$ cat config.mk
export PLATFORM = sky130hd
export DESIGN_NAME = complex_result_collector
export DESIGN_NICKNAME = d
export VERILOG_FILES = /design/src/rtl/complex_result_collector.sv
export SDC_FILE = /design/constraint.sdc
export NUM_CORES = 1
export LEC_CHECK = 0
export CAP_MARGIN = 40
export CORE_AREA = 5 5 172 174
export CTS_CLUSTER_DIAMETER = 40
export DETAILED_ROUTE_END_ITERATION = 10
export DIE_AREA = 0 0 177 179
export PLACE_DENSITY_LB_ADDON = 0.15
export SYNTH_ARGS = -nofsm -noshare
export SYNTH_HDL_FRONTEND = slang
export SYNTH_SLANG_ARGS = --single-unit
$ cat constraint.sdc
create_clock -name clk -period 14.4 [get_ports clk]
set_input_delay 2.88 -clock clk [delete_from_list [all_inputs] [get_ports clk]]
set_output_delay 2.88 -clock clk [all_outputs]
set_load 0.02 [all_outputs]
$ cat src/rtl/complex_result_collector.sv
// Reassembles U-element result chunks from the matrix-by-vector decoder into an N-element vector.
// Optional feature macro: COLLECTOR_PAD_CHECK_EN (flags nonzero data in discarded padding slots).
module complex_result_collector #(
  parameter int no_of_eqn_per_cluster = 3,
  parameter int element_width         = 64,
  parameter int no_of_units           = 4,
  parameter int NI                    = 8
) (
  input  logic                                       clk,
  input  logic                                       reset,
  input  logic                                       start,
  input  logic [element_width*no_of_units-1:0]       in_data,
  input  logic                                       in_valid,
  output logic [element_width*no_of_eqn_per_cluster-1:0] out_full,
  output logic                                       finish,
  output logic                                       busy,
  output logic                                       overflow,
  output logic                                       pad_error
);

  localparam int N          = no_of_eqn_per_cluster;
  localparam int W          = element_width;
  localparam int U          = no_of_units;
  localparam int ADDITIONAL = NI - (N % NI);
  localparam int TOTAL      = N + ADDITIONAL;
  localparam int CHUNKS     = TOTAL / U;
  localparam int CNT_W      = $clog2(CHUNKS + 1);
  localparam logic [CNT_W-1:0] LAST_CHUNK = CNT_W'(CHUNKS - 1);

  // Handshake: in_valid is a one-cycle strobe qualifying in_data; there is no
  // ready, so every strobe seen in COLLECT with start high is consumed that edge.
  typedef enum logic [1:0] {
    IDLE    = 2'd0,
    COLLECT = 2'd1,
    DONE    = 2'd2
  } state_t;

  state_t           state;
  logic [CNT_W-1:0] chunk_cnt;
  logic             capture;
  logic             enter_collect;

  assign capture       = (state == COLLECT) && start && in_valid;
  assign enter_collect = (state == IDLE) && start;

  always_ff @(posedge clk or posedge reset) begin
    if (reset) begin
      state     <= IDLE;
      chunk_cnt <= '0;
      out_full  <= '0;
      finish    <= 1'b0;
      busy      <= 1'b0;
      overflow  <= 1'b0;
    end else begin
      case (state)
        IDLE: begin
          if (start) begin
            state     <= COLLECT;
            busy      <= 1'b1;
            chunk_cnt <= '0;
            out_full  <= '0;
            overflow  <= 1'b0;
          end
        end
        COLLECT: begin
          if (!start) begin
            state <= IDLE;
            busy  <= 1'b0;
          end else if (in_valid) begin
            // Element e lives in chunk e/U at slot e%U; padding slots are never written.
            for (int e = 0; e < N; e++) begin
              if (chunk_cnt == CNT_W'(e / U))
                out_full[W*(N-e)-1 -: W] <= in_data[W*(U-(e % U))-1 -: W];
            end
            chunk_cnt <= chunk_cnt + 1'b1;
            if (chunk_cnt == LAST_CHUNK) begin
              state  <= DONE;
              busy   <= 1'b0;
              finish <= 1'b1;
            end
          end
        end
        DONE: begin
          if (!start) begin
            state  <= IDLE;
            finish <= 1'b0;
          end else if (in_valid) begin
            overflow <= 1'b1;
          end
        end
        default: begin
          state  <= IDLE;
          busy   <= 1'b0;
          finish <= 1'b0;
        end
      endcase
    end
  end

`ifdef COLLECTOR_PAD_CHECK_EN
  logic pad_hit;

  always_comb begin
    pad_hit = 1'b0;
    for (int c = 0; c < CHUNKS; c++) begin
      for (int j = 0; j < U; j++) begin
        if ((c * U + j >= N) && (chunk_cnt == CNT_W'(c)) &&
            (in_data[W*(U-j)-1 -: W] != '0))
          pad_hit = 1'b1;
      end
    end
  end

  always_ff @(posedge clk or posedge reset) begin
    if (reset)
      pad_error <= 1'b0;
    else if (enter_collect)
      pad_error <= 1'b0;
    else if (capture && pad_hit)
      pad_error <= 1'b1;
  end
`else
  logic unused_pad;
  assign unused_pad = capture ^ enter_collect;
  assign pad_error  = 1'b0;
`endif

endmodule

==> reports/qor_table.md, run 1 <==
| Group | Item | Value |
|---|---|---|
| grt | Pin count of the biggest net entering global routing | 115 |
| timing | Final setup violation count | 0 |
| finish | Post-route standard cell area excluding fillers | 0.01204 mm2 |
| timing | Rel. slew slack | 0.5614 |
| worst setup path | Category of the critical setup timing path | primary input to flip-flop |
| worst setup path | Sum of buffers and inverters on the critical path | 5 |
| synth | Synthesis warning total | 0 |
| clocking | Number of instances resized during post-cts repair | 0 |
| worst setup path | Crit path max-delay family | buffers and inverters |
| worst setup path | Max incr delay on CP | 530 ps |
| worst setup path | FF-to-FF Start | state[1]$_DFFE_PP0P_ |
| worst setup path | Capturing instance or port of the critical path | out_full[174]$_DFFE_PP0P_ |
| floorplanning | Height of the chip | 179 um |
| worst setup path | Worst R2R Setup Slack | 11800 ps |
| timing | Total Negative Setup Slacks | 0 ps |
| clocking | Number of buffers created by CTS | 17 |
| clocking | Max Buffers Root-to-Sink | 2 |
| clocking | Clk root buf | clkbuf_16 |
| detailed routing | DR vias | 5573 |
| min path | Tightest Hold Check Type | flip-flop to flip-flop |
| detailed routing | Average detailed-routed wire length per instance | 19.94 um |
| worst setup path | CP max stage cell | clkdlybuf4s50_1 |
| pwr | Leakage power summed over all cells | 5.260 nW |
| clocking | Hold_buf cts | 0 |
| clocking | Number of buffers inserted to repair setup after CTS | 0 |
| detailed routing | Vias per inst | 4.513 |
| placed design | Count of input and output buffers | 390 |
| detailed routing | Total length of routed wires | 24.63 mm |
| floorplanning | Starting density of the core | 0.2631 |
| finish | Most frequent standard cell in the layout excluding fill and tap cells | clkdlybuf4s50_1 |
| finish | Layout overhead on the synthesized area | 65.66% |
| run status | Result of the run | completed |
| grt | Layer with the highest usage | met2 |
| floorplanning | Area of the core | 0.02763 mm2 |
| finish | Proportion of layout cells with a drive suffix above 1 | 0.05374 |
| synth | Avg Cell Area, Syn | 15.50 um2 |
| finish | Number of non-filler instances in the completed layout | 1235 |
| grt | GR Layer Usage met2 | 0.2245 |
| timing | Number of pins with negative max-slew slack in the final report | 0 |
| pwr | Total power density per cell area | 127.6 mW/mm2 |
| floorplanning | Row count | 61 |
| synth | Gate count of the mapped netlist | 469 |
| placed design | Total half-perimeter wirelength after legalization and detailed placement | 17.22 mm |
| timing | Pin slew with the least headroom to its limit | 658.0 ps |
| floorplanning | Die Area | 0.03168 mm2 |
| detailed routing | DRC marker count from the first detailed-route iteration | 265 |
| timing | Final clock period utilization by the worst path | 0.3625 |
| detailed routing | TritonRoute pass-1 iters | 6 |
| grt | GR Util met3 | 0.07254 |
| pwr | Peak VDD IR | 0.06254 mV |
| grt | Antenna violations before repair | 0 |
| grt | Vias in the first global route | 5938 |
| worst setup path | Cells along the critical path | clkdlybuf4s50_1 > nor2b_2 > and3_4 > buf_4 > buf_16 > buf_4 > buf_16 > a22o_1 |
| synth | Mapped Nets | 731 |
| worst setup path | Instance count on the critical path | 8 |
| worst setup path | WP data arrival | 5580 ps |
| floorplanning | I/O pin count | 456 |
| timing | Unrepaired setup endpoints after global routing | no |
| worst setup path | R2R Path End | out_full[174]$_DFFE_PP0P_ |
| clocking | CTS tree | done |
| synth | Proportion of synthesized chip area in sequential cells | 0.6851 |
| placed design | Routability cong. | 0.7253 |
| detailed routing | Number of DRC violations after detailed routing | 0 |
| placed design | Placed Cells incl. Taps | 1203 |
| clocking | Clock insertion delay at the later pin of the skew report | 430 ps |
| timing | Final clock skew | 14.06 ps |
| timing | Peak Freq | 191.6 MHz |
| synth | Distinct cell type count of the synthesized netlist | 23 |
| worst setup path | Type of element launching the critical path | primary input |
| grt | Remaining Overflow, GRT | 0 |
| floorplanning | Die width | 177 um |
| detailed routing | Antenna Violating Nets Remaining | 0 |
| flow run | Max-cap violations | 0 |
| grt | Global-route wire length before repair | 36.78 mm |
| synth | Post-synthesis sequential element count | 199 |
| worst setup path | Number of cell instances on the worst register-to-register path | 7 |
| pwr | Sum of internal, switching and leakage power | 1.536 mW |
| timing | Final min period | 5220 ps |
| finish | Commonest cells after routing, fill and taps aside | clkdlybuf4s50_1 (390), dfrtp_1 (199), a22o_1 (192), clkbuf_16 (17), o21ai_0 (6) |
| grt | Total global routing track utilization | 0.1501 |
| finish | Number of nets at the end of the flow | 1106 |
| placed design | Total placed instance area | 0.01144 mm2 |
| grt | Routing usage on met1 | 0.1938 |
| clocking | H-tree lvl count | 4 |
| clocking | Clock transition time at the flip-flop clock pins of the worst setup and hold paths | 80 ps |
| synth | Cell area after synthesis | 0.007268 mm2 |
| worst setup path | Data required time of the critical path | 14760 ps |
| clocking | Number of clock sinks seen by CTS | 199 |
| worst setup path | Critical Path Fanout Max | 65 |
| worst setup path | Kind of capture point of the worst setup path | flip-flop |
| worst setup path | Origin of the worst setup path | start |
| timing | Hold Vio Cnt, Final | 0 |
where the power goes:
part | leakage [nW] | switching, mW | internal, mW
registers | 2.68 | 0.0355 | 0.622
logic | 2.29 | 0.184 | 0.204
clock network | 0.291 | 0.238 | 0.253
total | 5.26 | 0.457 | 1.08
routing by layer:
metal,share of wire,routed length [um]
met2,0.44,10790
met5,0,0
met1,0.43,10480
met3,0.12,2935
met4,0.017,422
area by class of cell:
type	count	area, um2
inverters	4	22.52
multi-input cells	222	1873
fillers	2592	15590
diodes	1	2.502
clock buffers	18	439.2
clock inverters	13	158.9
repair buffers	400	4091
well taps	378	473.0
flip-flops and latches	199	4980
kinds of logic (layout without fill, tap and decap cells):
| kind of cell | count (synthesis) | count (layout) | synth area share |
|---|---|---|---|
| compound gates | 203 | 203 | 0.2396 |
| fa+ha+maj | 2 | 2 | 0.003442 |
| buf+inv | 48 | 435 | 0.05887 |
| flops | 199 | 199 | 0.6851 |
| other cells | 1 | 2 | 0.0005159 |
| simple gates | 16 | 16 | 0.01239 |
state kept, by name (all words and copies together) (netlist names):
register and flops:
out_full 192, chunk_cnt 2, state 2, busy 1, finish 1, overflow 1
stage by stage:
step / setup slack [ps] / hold slack (ps) / util
5_1_grt: 8977 / 521.6 / 0.4357
3_5_place_dp: 8670 / 489.8 / 0.4140
6_report: 9180 / 505.3 / 0.4358
3_3_place_gp: 8237 / 486.7 / 0.4083
4_1_cts: 9139 / 511.6 / 0.4357
2_1_floorplan: 6094 / 464.4 / -
how the worst min path moves through the flow:
| stage | start | end | slack, ps | cells after the start |
|---|---|---|---|---|
| 2_1_floorplan | chunk_cnt[1]$_DFFE_PP0P_ | chunk_cnt[1]$_DFFE_PP0P_ | 460 | 2 |
| 3_3_place_gp | out_full[115]$_DFFE_PP0P_ | out_full[115]$_DFFE_PP0P_ | 490 | 1 |
| 3_5_place_dp | out_full[132]$_DFFE_PP0P_ | out_full[132]$_DFFE_PP0P_ | 490 | 1 |
| 4_1_cts | out_full[164]$_DFFE_PP0P_ | out_full[164]$_DFFE_PP0P_ | 510 | 1 |
| 5_1_grt | out_full[186]$_DFFE_PP0P_ | out_full[186]$_DFFE_PP0P_ | 520 | 1 |
| 6_report | out_full[184]$_DFFE_PP0P_ | out_full[184]$_DFFE_PP0P_ | 510 | 1 |
worst reg2reg max path, stage by stage, from the launching register on:
cell	delay (ps)
dfrtp_1	430
nor2b_2	230
and3_4	210
buf_4	370
buf_16	300
buf_4	520
buf_16	300
a22o_1	210
cells in the mapped netlist:
master / instances / share of area
dfrtp_1: 199 / 0.69
a22o_1: 192 / 0.23
buf_6: 29 / 0.045
buf_2: 12 / 0.0083
o21ai_0: 6 / 0.0041
inv_1: 4 / 0.0021
nand2_1: 4 / 0.0021
a21oi_1: 3 / 0.0021
ha_1: 2 / 0.0034
nand2b_1: 2 / 0.0017
nand3_1: 2 / 0.0014
nand4_1: 2 / 0.0017
nor2b_1: 2 / 0.0017
a21boi_0: 1 / 0.0010
a21o_1: 1 / 0.0010
and2_4: 1 / 0.0012
and3_1: 1 / 0.00086
buf_4: 1 / 0.0010
buf_8: 1 / 0.0021
clkbuf_1: 1 / 0.00052
conb_1: 1 / 0.00052
nor2_1: 1 / 0.00052
nor2b_2: 1 / 0.0012
Note: power is estimated with default switching activity, not from simulation.
==> inputs of run 2 (changes only) <==
CORE_AREA = 5 5 174 176   (was 5 5 172 174)
DIE_AREA = 0 0 179 181   (was 0 0 177 179)
clock period = 4.2 ns   (was 14.4 ns; I/O delays follow)
==> reports/qor_table.md, run 2 (synthesis gave the netlist of run 1 again) <==
| Group | Item | Value | vs previous |
|---|---|---|---|
| pwr | Peak VDD IR | 0.2558 mV | +310% |
| finish | Layout overhead on the synthesized area | 65.19% |  |
| placed design | Count of input and output buffers | 390 | unchanged |
| detailed routing | Total length of routed wires | 24.54 mm | -0.37% |
| floorplanning | Starting density of the core | 0.2553 | -0.007769 |
| detailed routing | DR vias | 5605 | +0.57% |
| worst setup path | Worst R2R Setup Slack | 2250 ps | -9550 ps |
| clocking | Number of buffers inserted to repair setup after CTS | 0 | unchanged |
| clocking | H-tree lvl count | 4 | unchanged |
| placed design | Routability cong. | 0.7225 | -0.39% |
| grt | Total global routing track utilization | 0.1470 | -0.003062 |
| finish | Commonest cells after routing, fill and taps aside | clkdlybuf4s50_1 (390), dfrtp_1 (199), a22o_1 (192), clkbuf_16 (17), buf_12 (8) |  |
| pwr | Leakage power summed over all cells | 5.239 nW | -0.38% |
| grt | Remaining Overflow, GRT | 0 | unchanged |
| placed design | Placed Cells incl. Taps | 1209 | +0.50% |
| flow run | Max-cap violations | 0 | unchanged |
| worst setup path | Capturing instance or port of the critical path | out_full[155] |  |
| worst setup path | Data required time of the critical path | 3360 ps | -11400 ps |
| timing | Number of pins with negative max-slew slack in the final report | 0 | unchanged |
| finish | Largest register FFs | 192 | unchanged |
| timing | Hold Vio Cnt, Final | 0 | unchanged |
| finish | Proportion of layout cells with a drive suffix above 1 | 0.05368 | -0.00006271 |
| finish | Most frequent standard cell in the layout excluding fill and tap cells | clkdlybuf4s50_1 |  |
| clocking | Number of instances resized during post-cts repair | 0 | unchanged |
| detailed routing | Average detailed-routed wire length per instance | 19.77 um | -0.85% |
| floorplanning | Row count | 62 | +1.6% |
| floorplanning | Area of the core | 0.02847 mm2 | +3.0% |
| finish | Diode insertion count for antenna repair | 0 | -1 |
| grt | Pin count of the biggest net entering global routing | 107 | -7.0% |
| floorplanning | Height of the chip | 181 um | +1.1% |
| grt | Antenna violations before repair | 0 | unchanged |
| finish | Largest registers | out_full (192), chunk_cnt (2), state (2) |  |
| detailed routing | TritonRoute pass-1 iters | 5 | -1 |
| worst setup path | Category of the critical setup timing path | flip-flop to output port |  |
| worst setup path | FF-to-FF Start | chunk_cnt[0]$_DFFE_PP0P_ |  |
| worst setup path | Kind of capture point of the worst setup path | output port |  |
| detailed routing | Vias per inst | 4.517 | about the same |
| finish | Number of non-filler instances in the completed layout | 1241 | +0.49% |
| clocking | CTS tree | done |  |
| finish | Reg with most FFs | out_full |  |
| finish | Number of nets at the end of the flow | 1106 | unchanged |
| clocking | Hold_buf cts | 0 | unchanged |
| worst setup path | Number of cell instances on the worst register-to-register path | 6 | -1 |
| worst setup path | Crit path max-delay family | buffers and inverters |  |
| run status | Result of the run | completed |  |
| placed design | Total half-perimeter wirelength after legalization and detailed placement | 17.13 mm | -0.53% |
| worst setup path | Max incr delay on CP | 670 ps | +140 ps |
| worst setup path | CP max stage cell | clkdlybuf4s50_1 |  |
| clocking | Number of buffers created by CTS | 17 | unchanged |
| worst setup path | Critical Path Fanout Max | 2 | -97% |
| detailed routing | DRC marker count from the first detailed-route iteration | 301 | +14% |
| timing | Final setup violation count | 0 | unchanged |
| worst setup path | R2R Path End | out_full[90]$_DFFE_PP0P_ |  |
| timing | Peak Freq | 429.2 MHz |  |
| clocking | Number of clock sinks seen by CTS | 199 | unchanged |
| worst setup path | WP data arrival | 1490 ps | -4090 ps |
| grt | Global-route wire length before repair | 36.74 mm | -0.11% |
| timing | Final clock skew | 12.93 ps | -1.127 ps |
| clocking | Clock insertion delay at the later pin of the skew report | 440 ps | about the same |
| detailed routing | Number of DRC violations after detailed routing | 0 | unchanged |
| timing | Rel. slew slack | 0.6004 | +0.03900 |
| pwr | Sum of internal, switching and leakage power | 5.215 mW | +240% |
| floorplanning | Die width | 179 um | +1.1% |
| worst setup path | Cells along the critical path | clkdlybuf4s50_1 |  |
| timing | Final min period | 2330 ps |  |
| grt | Vias in the first global route | 5963 | +0.42% |
| worst setup path | Type of element launching the critical path | flip-flop |  |
| worst setup path | Origin of the worst setup path | out_full[155]$_DFFE_PP0P_ |  |
| timing | Pin slew with the least headroom to its limit | 599.5 ps | -58.50 ps |
| pwr | Total power density per cell area | 434.3 mW/mm2 | +240% |
| min path | Tightest Hold Check Type | flip-flop to flip-flop |  |
| detailed routing | Antenna Violating Nets Remaining | 0 | unchanged |
| timing | Unrepaired setup endpoints after global routing | no |  |
| floorplanning | I/O pin count | 456 | unchanged |
| clocking | Max Buffers Root-to-Sink | 2 | unchanged |
| worst setup path | Instance count on the critical path | 1 | -7 |
| clocking | Clock transition time at the flip-flop clock pins of the worst setup and hold paths | 70 ps | about the same |
| timing | Total Negative Setup Slacks | 0 ps | unchanged |
| clocking | Clk root buf | clkbuf_16 |  |
| floorplanning | Die Area | 0.03240 mm2 | +2.3% |
| worst setup path | Sum of buffers and inverters on the critical path | 1 | -4 |
| finish | Fill cell count | 2727 | +5.2% |
| timing | Final clock period utilization by the worst path | 0.5548 |  |
==> run 2: worst min-delay path by stage <==
stage	start	to	slack [ps]	depth (start not counted)
finish	out_full[113]$_DFFE_PP0P_	out_full[113]$_DFFE_PP0P_	500	1
detailed placement	out_full[88]$_DFFE_PP0P_	out_full[88]$_DFFE_PP0P_	490	1
global placement	out_full[37]$_DFFE_PP0P_	out_full[37]$_DFFE_PP0P_	490	1
floorplan	chunk_cnt[1]$_DFFE_PP0P_	chunk_cnt[1]$_DFFE_PP0P_	460	2
global route	out_full[148]$_DFFE_PP0P_	out_full[148]$_DFFE_PP0P_	520	1
CTS	out_full[113]$_DFFE_PP0P_	out_full[113]$_DFFE_PP0P_	510	1
==> run 2: power breakdown <==
| group | leakage (nW) | switching [mW] | internal [mW] |
|---|---|---|---|
| clock | 0.285 | 0.824 | 0.811 |
| combinational | 2.27 | 0.629 | 0.696 |
| sequential | 2.68 | 0.124 | 2.13 |
| total | 5.24 | 1.58 | 3.64 |
==> run 2: area by class of cell <==
cell class                 count  area (um2)  share of cell area
sequential                   199        4980              0.4148
tap                          384       480.5             0.04002
clock inverter                13       132.6             0.01105
multi-input combinational    222        1873              0.1560
clock buffer                  19       442.9             0.03689
timing repair buffer         400        4079              0.3397
inverter                       4       18.77            0.001563
==> run 2: stage by stage <==
stage | utilization | setup WS [ps] | area [um2] | hold slack [ps]
global route | 0.4217 | 1753 | 12010 | 519.8
global placement | 0.4008 | 1431 | 11410 | 486.6
floorplan | - | 785.7 | 7272 | 464.4
CTS | 0.4217 | 1811 | 12010 | 510.5
detailed placement | 0.4015 | 1436 | 11430 | 489.9
finish | 0.4217 | 1870 | 12010 | 503.0
==> run 2: metal layers <==
layer	GRT usage	up-vias	wire length, um
met1	0.1831	2764	10160
met5	0	-	0
met3	0.07901	17	3193
met2	0.2204	282	10840
li1	-	2542	-
met4	0.04360	0	342
==> inputs of run 3 (changes only) <==
clock period = 2 ns   (was 4.2 ns; I/O delays follow)
==> reports/qor_table.md, run 3 (synthesis gave the netlist of run 1 again) <==
| Group | Item | Value | vs previous |
|---|---|---|---|
| finish | Reg with most FFs | out_full |  |
| detailed routing | Average detailed-routed wire length per instance | 19.56 um | -1.1% |
| placed design | Count of input and output buffers | 390 | unchanged |
| finish | Proportion of layout cells with a drive suffix above 1 | 0.07955 | +0.02587 |
| finish | Diode insertion count for antenna repair | 0 | unchanged |
| worst setup path | Category of the critical setup timing path | flip-flop to output port |  |
| timing | Peak Freq | 528.3 MHz |  |
| placed design | Total placed instance area | 0.01170 mm2 | +2.4% |
| clocking | Number of buffers inserted to repair setup after CTS | 0 | unchanged |
| finish | Layout overhead on the synthesized area | 69.80% |  |
| worst setup path | Data required time of the critical path | 1600 ps | -1760 ps |
| grt | Vias in the first global route | 6054 | +1.5% |
| pwr | Leakage power summed over all cells | 5.400 nW | +3.1% |
| clocking | Number of clock sinks seen by CTS | 199 | unchanged |
| detailed routing | Number of DRC violations after detailed routing | 0 | unchanged |
| worst setup path | CP max stage cell | clkdlybuf4s50_1 |  |
| finish | Commonest cells after routing, fill and taps aside | clkdlybuf4s50_1 (390), dfrtp_1 (199), a22o_1 (192), clkbuf_16 (17), buf_4 (17) |  |
| timing | Final setup violation count | 0 | unchanged |
| grt | Antenna violations before repair | 0 | unchanged |
| detailed routing | Vias per inst | 4.441 | -1.7% |
| timing | Rel. slew slack | 0.6377 | +0.03738 |
| timing | Pin slew with the least headroom to its limit | 543.4 ps | -56.06 ps |
| timing | Final clock skew | 9.869 ps | -3.061 ps |
| clocking | Hold_buf cts | 0 | unchanged |
| clocking | Clock transition time at the flip-flop clock pins of the worst setup and hold paths | 80 ps | about the same |
| worst setup path | Cells along the critical path | clkdlybuf4s50_1 |  |
| finish | Post-route standard cell area excluding fillers | 0.01234 mm2 | +2.8% |
| timing | Final clock period utilization by the worst path | 0.9465 |  |
| worst setup path | Critical Path Fanout Max | 2 | unchanged |
| detailed routing | Total length of routed wires | 24.73 mm | +0.78% |
| run status | Result of the run | completed |  |
| timing | Total Negative Setup Slacks | 0 ps | unchanged |
| pwr | Peak VDD IR | 0.5185 mV | +100% |
| worst setup path | Sum of buffers and inverters on the critical path | 1 | unchanged |
| floorplanning | Row count | 62 | unchanged |
| grt | Pin count of the biggest net entering global routing | 93 | -13% |
| clocking | Number of buffers created by CTS | 17 | unchanged |
| floorplanning | I/O pin count | 456 | unchanged |
| timing | Hold Vio Cnt, Final | 0 | unchanged |
| worst setup path | FF-to-FF Start | chunk_cnt[0]$_DFFE_PP0P_ |  |
| finish | Number of non-filler instances in the completed layout | 1264 | +1.9% |
| floorplanning | Die Area | 0.03240 mm2 | unchanged |
| clocking | H-tree lvl count | 4 | unchanged |
| floorplanning | Starting density of the core | 0.2553 | unchanged |
| placed design | Total half-perimeter wirelength after legalization and detailed placement | 18.13 mm | +5.8% |
| timing | Number of pins with negative max-slew slack in the final report | 0 | unchanged |
| grt | Global-route wire length before repair | 37.08 mm | +0.92% |
| worst setup path | Crit path max-delay family | buffers and inverters |  |
| finish | Number of nets at the end of the flow | 1129 | +2.1% |
| worst setup path | Type of element launching the critical path | flip-flop |  |
| worst setup path | Max incr delay on CP | 650 ps | -20 ps |
| clocking | Number of instances resized during post-cts repair | 0 | unchanged |
| worst setup path | Worst R2R Setup Slack | 400 ps | -1850 ps |
| worst setup path | Kind of capture point of the worst setup path | output port |  |
| floorplanning | Height of the chip | 181 um | unchanged |
| floorplanning | Area of the core | 0.02847 mm2 | unchanged |
| detailed routing | DR vias | 5614 | +0.16% |
| worst setup path | R2R Path End | out_full[67]$_DFFE_PP0P_ |  |
| detailed routing | DRC marker count from the first detailed-route iteration | 236 | -22% |
| placed design | Placed Cells incl. Taps | 1232 | +1.9% |
| grt | Total global routing track utilization | 0.1490 | +0.001960 |
| detailed routing | TritonRoute pass-1 iters | 4 | -1 |
| pwr | Total power density per cell area | 925.7 mW/mm2 | +110% |
| worst setup path | Capturing instance or port of the critical path | out_full[20] |  |
| clocking | Max Buffers Root-to-Sink | 2 | unchanged |
| min path | Tightest Hold Check Type | primary input to async pin |  |
| worst setup path | Number of cell instances on the worst register-to-register path | 6 | unchanged |
| finish | Largest registers | out_full (192), chunk_cnt (2), state (2) |  |
| timing | Unrepaired setup endpoints after global routing | no |  |
| clocking | CTS tree | done |  |
| grt | Remaining Overflow, GRT | 0 | unchanged |
| placed design | Routability cong. | 0.7304 | +1.1% |
| worst setup path | WP data arrival | 1490 ps | about the same |
| clocking | Clk root buf | clkbuf_16 |  |
| timing | Final min period | 1893 ps |  |
| worst setup path | Origin of the worst setup path | out_full[20]$_DFFE_PP0P_ |  |
| clocking | Clock insertion delay at the later pin of the skew report | 440 ps | about the same |
| worst setup path | Instance count on the critical path | 1 | unchanged |
| detailed routing | Antenna Violating Nets Remaining | 0 | unchanged |
| pwr | Sum of internal, switching and leakage power | 11.42 mW | +120% |
| floorplanning | Die width | 179 um | unchanged |
| finish | Largest register FFs | 192 | unchanged |
| finish | Most frequent standard cell in the layout excluding fill and tap cells | clkdlybuf4s50_1 |  |
| timing | WHS | 416.4 ps | -86.55 ps |
| flow run | Max-cap violations | 0 | unchanged |
[run 3: per-layer routing]
metal / wire length [um] / GRT usage / vias to the layer above
li1: - / - / 2594
met1: 10230 / 0.1792 / 2727
met3: 3195 / 0.08361 / 16
met4: 293 / 0.04176 / 0
met5: 0 / 0 / -
met2: 11010 / 0.2292 / 277
[run 3: layout make-up]
class / count / area (um2)
Clock inverter: 15 / 212.7
Sequential cell: 199 / 4980
Fill cell: 2668 / 16130
Clock buffer: 17 / 425.4
Multi-Input combinational cell: 222 / 1873
Timing Repair Buffer: 423 / 4352
Tap cell: 384 / 480.5
Inverter: 4 / 18.77
[run 3: worst min path at each step]
| stage | endpoint | slack (ps) | start |
|---|---|---|---|
| after CTS | out_full[118]$_DFFE_PP0P_ | 410 | reset |
| after global placement | out_full[180]$_DFFE_PP0P_ | 490 | out_full[180]$_DFFE_PP0P_ |
| after detailed placement | out_full[16]$_DFFE_PP0P_ | 490 | out_full[16]$_DFFE_PP0P_ |
| after global routing | out_full[118]$_DFFE_PP0P_ | 440 | reset |
| after floorplan | chunk_cnt[1]$_DFFE_PP0P_ | 460 | chunk_cnt[1]$_DFFE_PP0P_ |
| final | out_full[118]$_DFFE_PP0P_ | 420 | reset |
[run 3: report_power, final]
part	internal (mW)	switching, mW
clock	2.13	1.69
combinational	1.53	1.33
sequential	4.48	0.263
[run 3: metrics by stage]
step | setup slack [ps] | util
5_1_grt | 31.75 | 0.4335
3_3_place_gp | 57.25 | 0.4111
6_report | 107.0 | 0.4335
3_5_place_dp | 38.49 | 0.4111
4_1_cts | 46.63 | 0.4335
2_1_floorplan | -974.3 | -
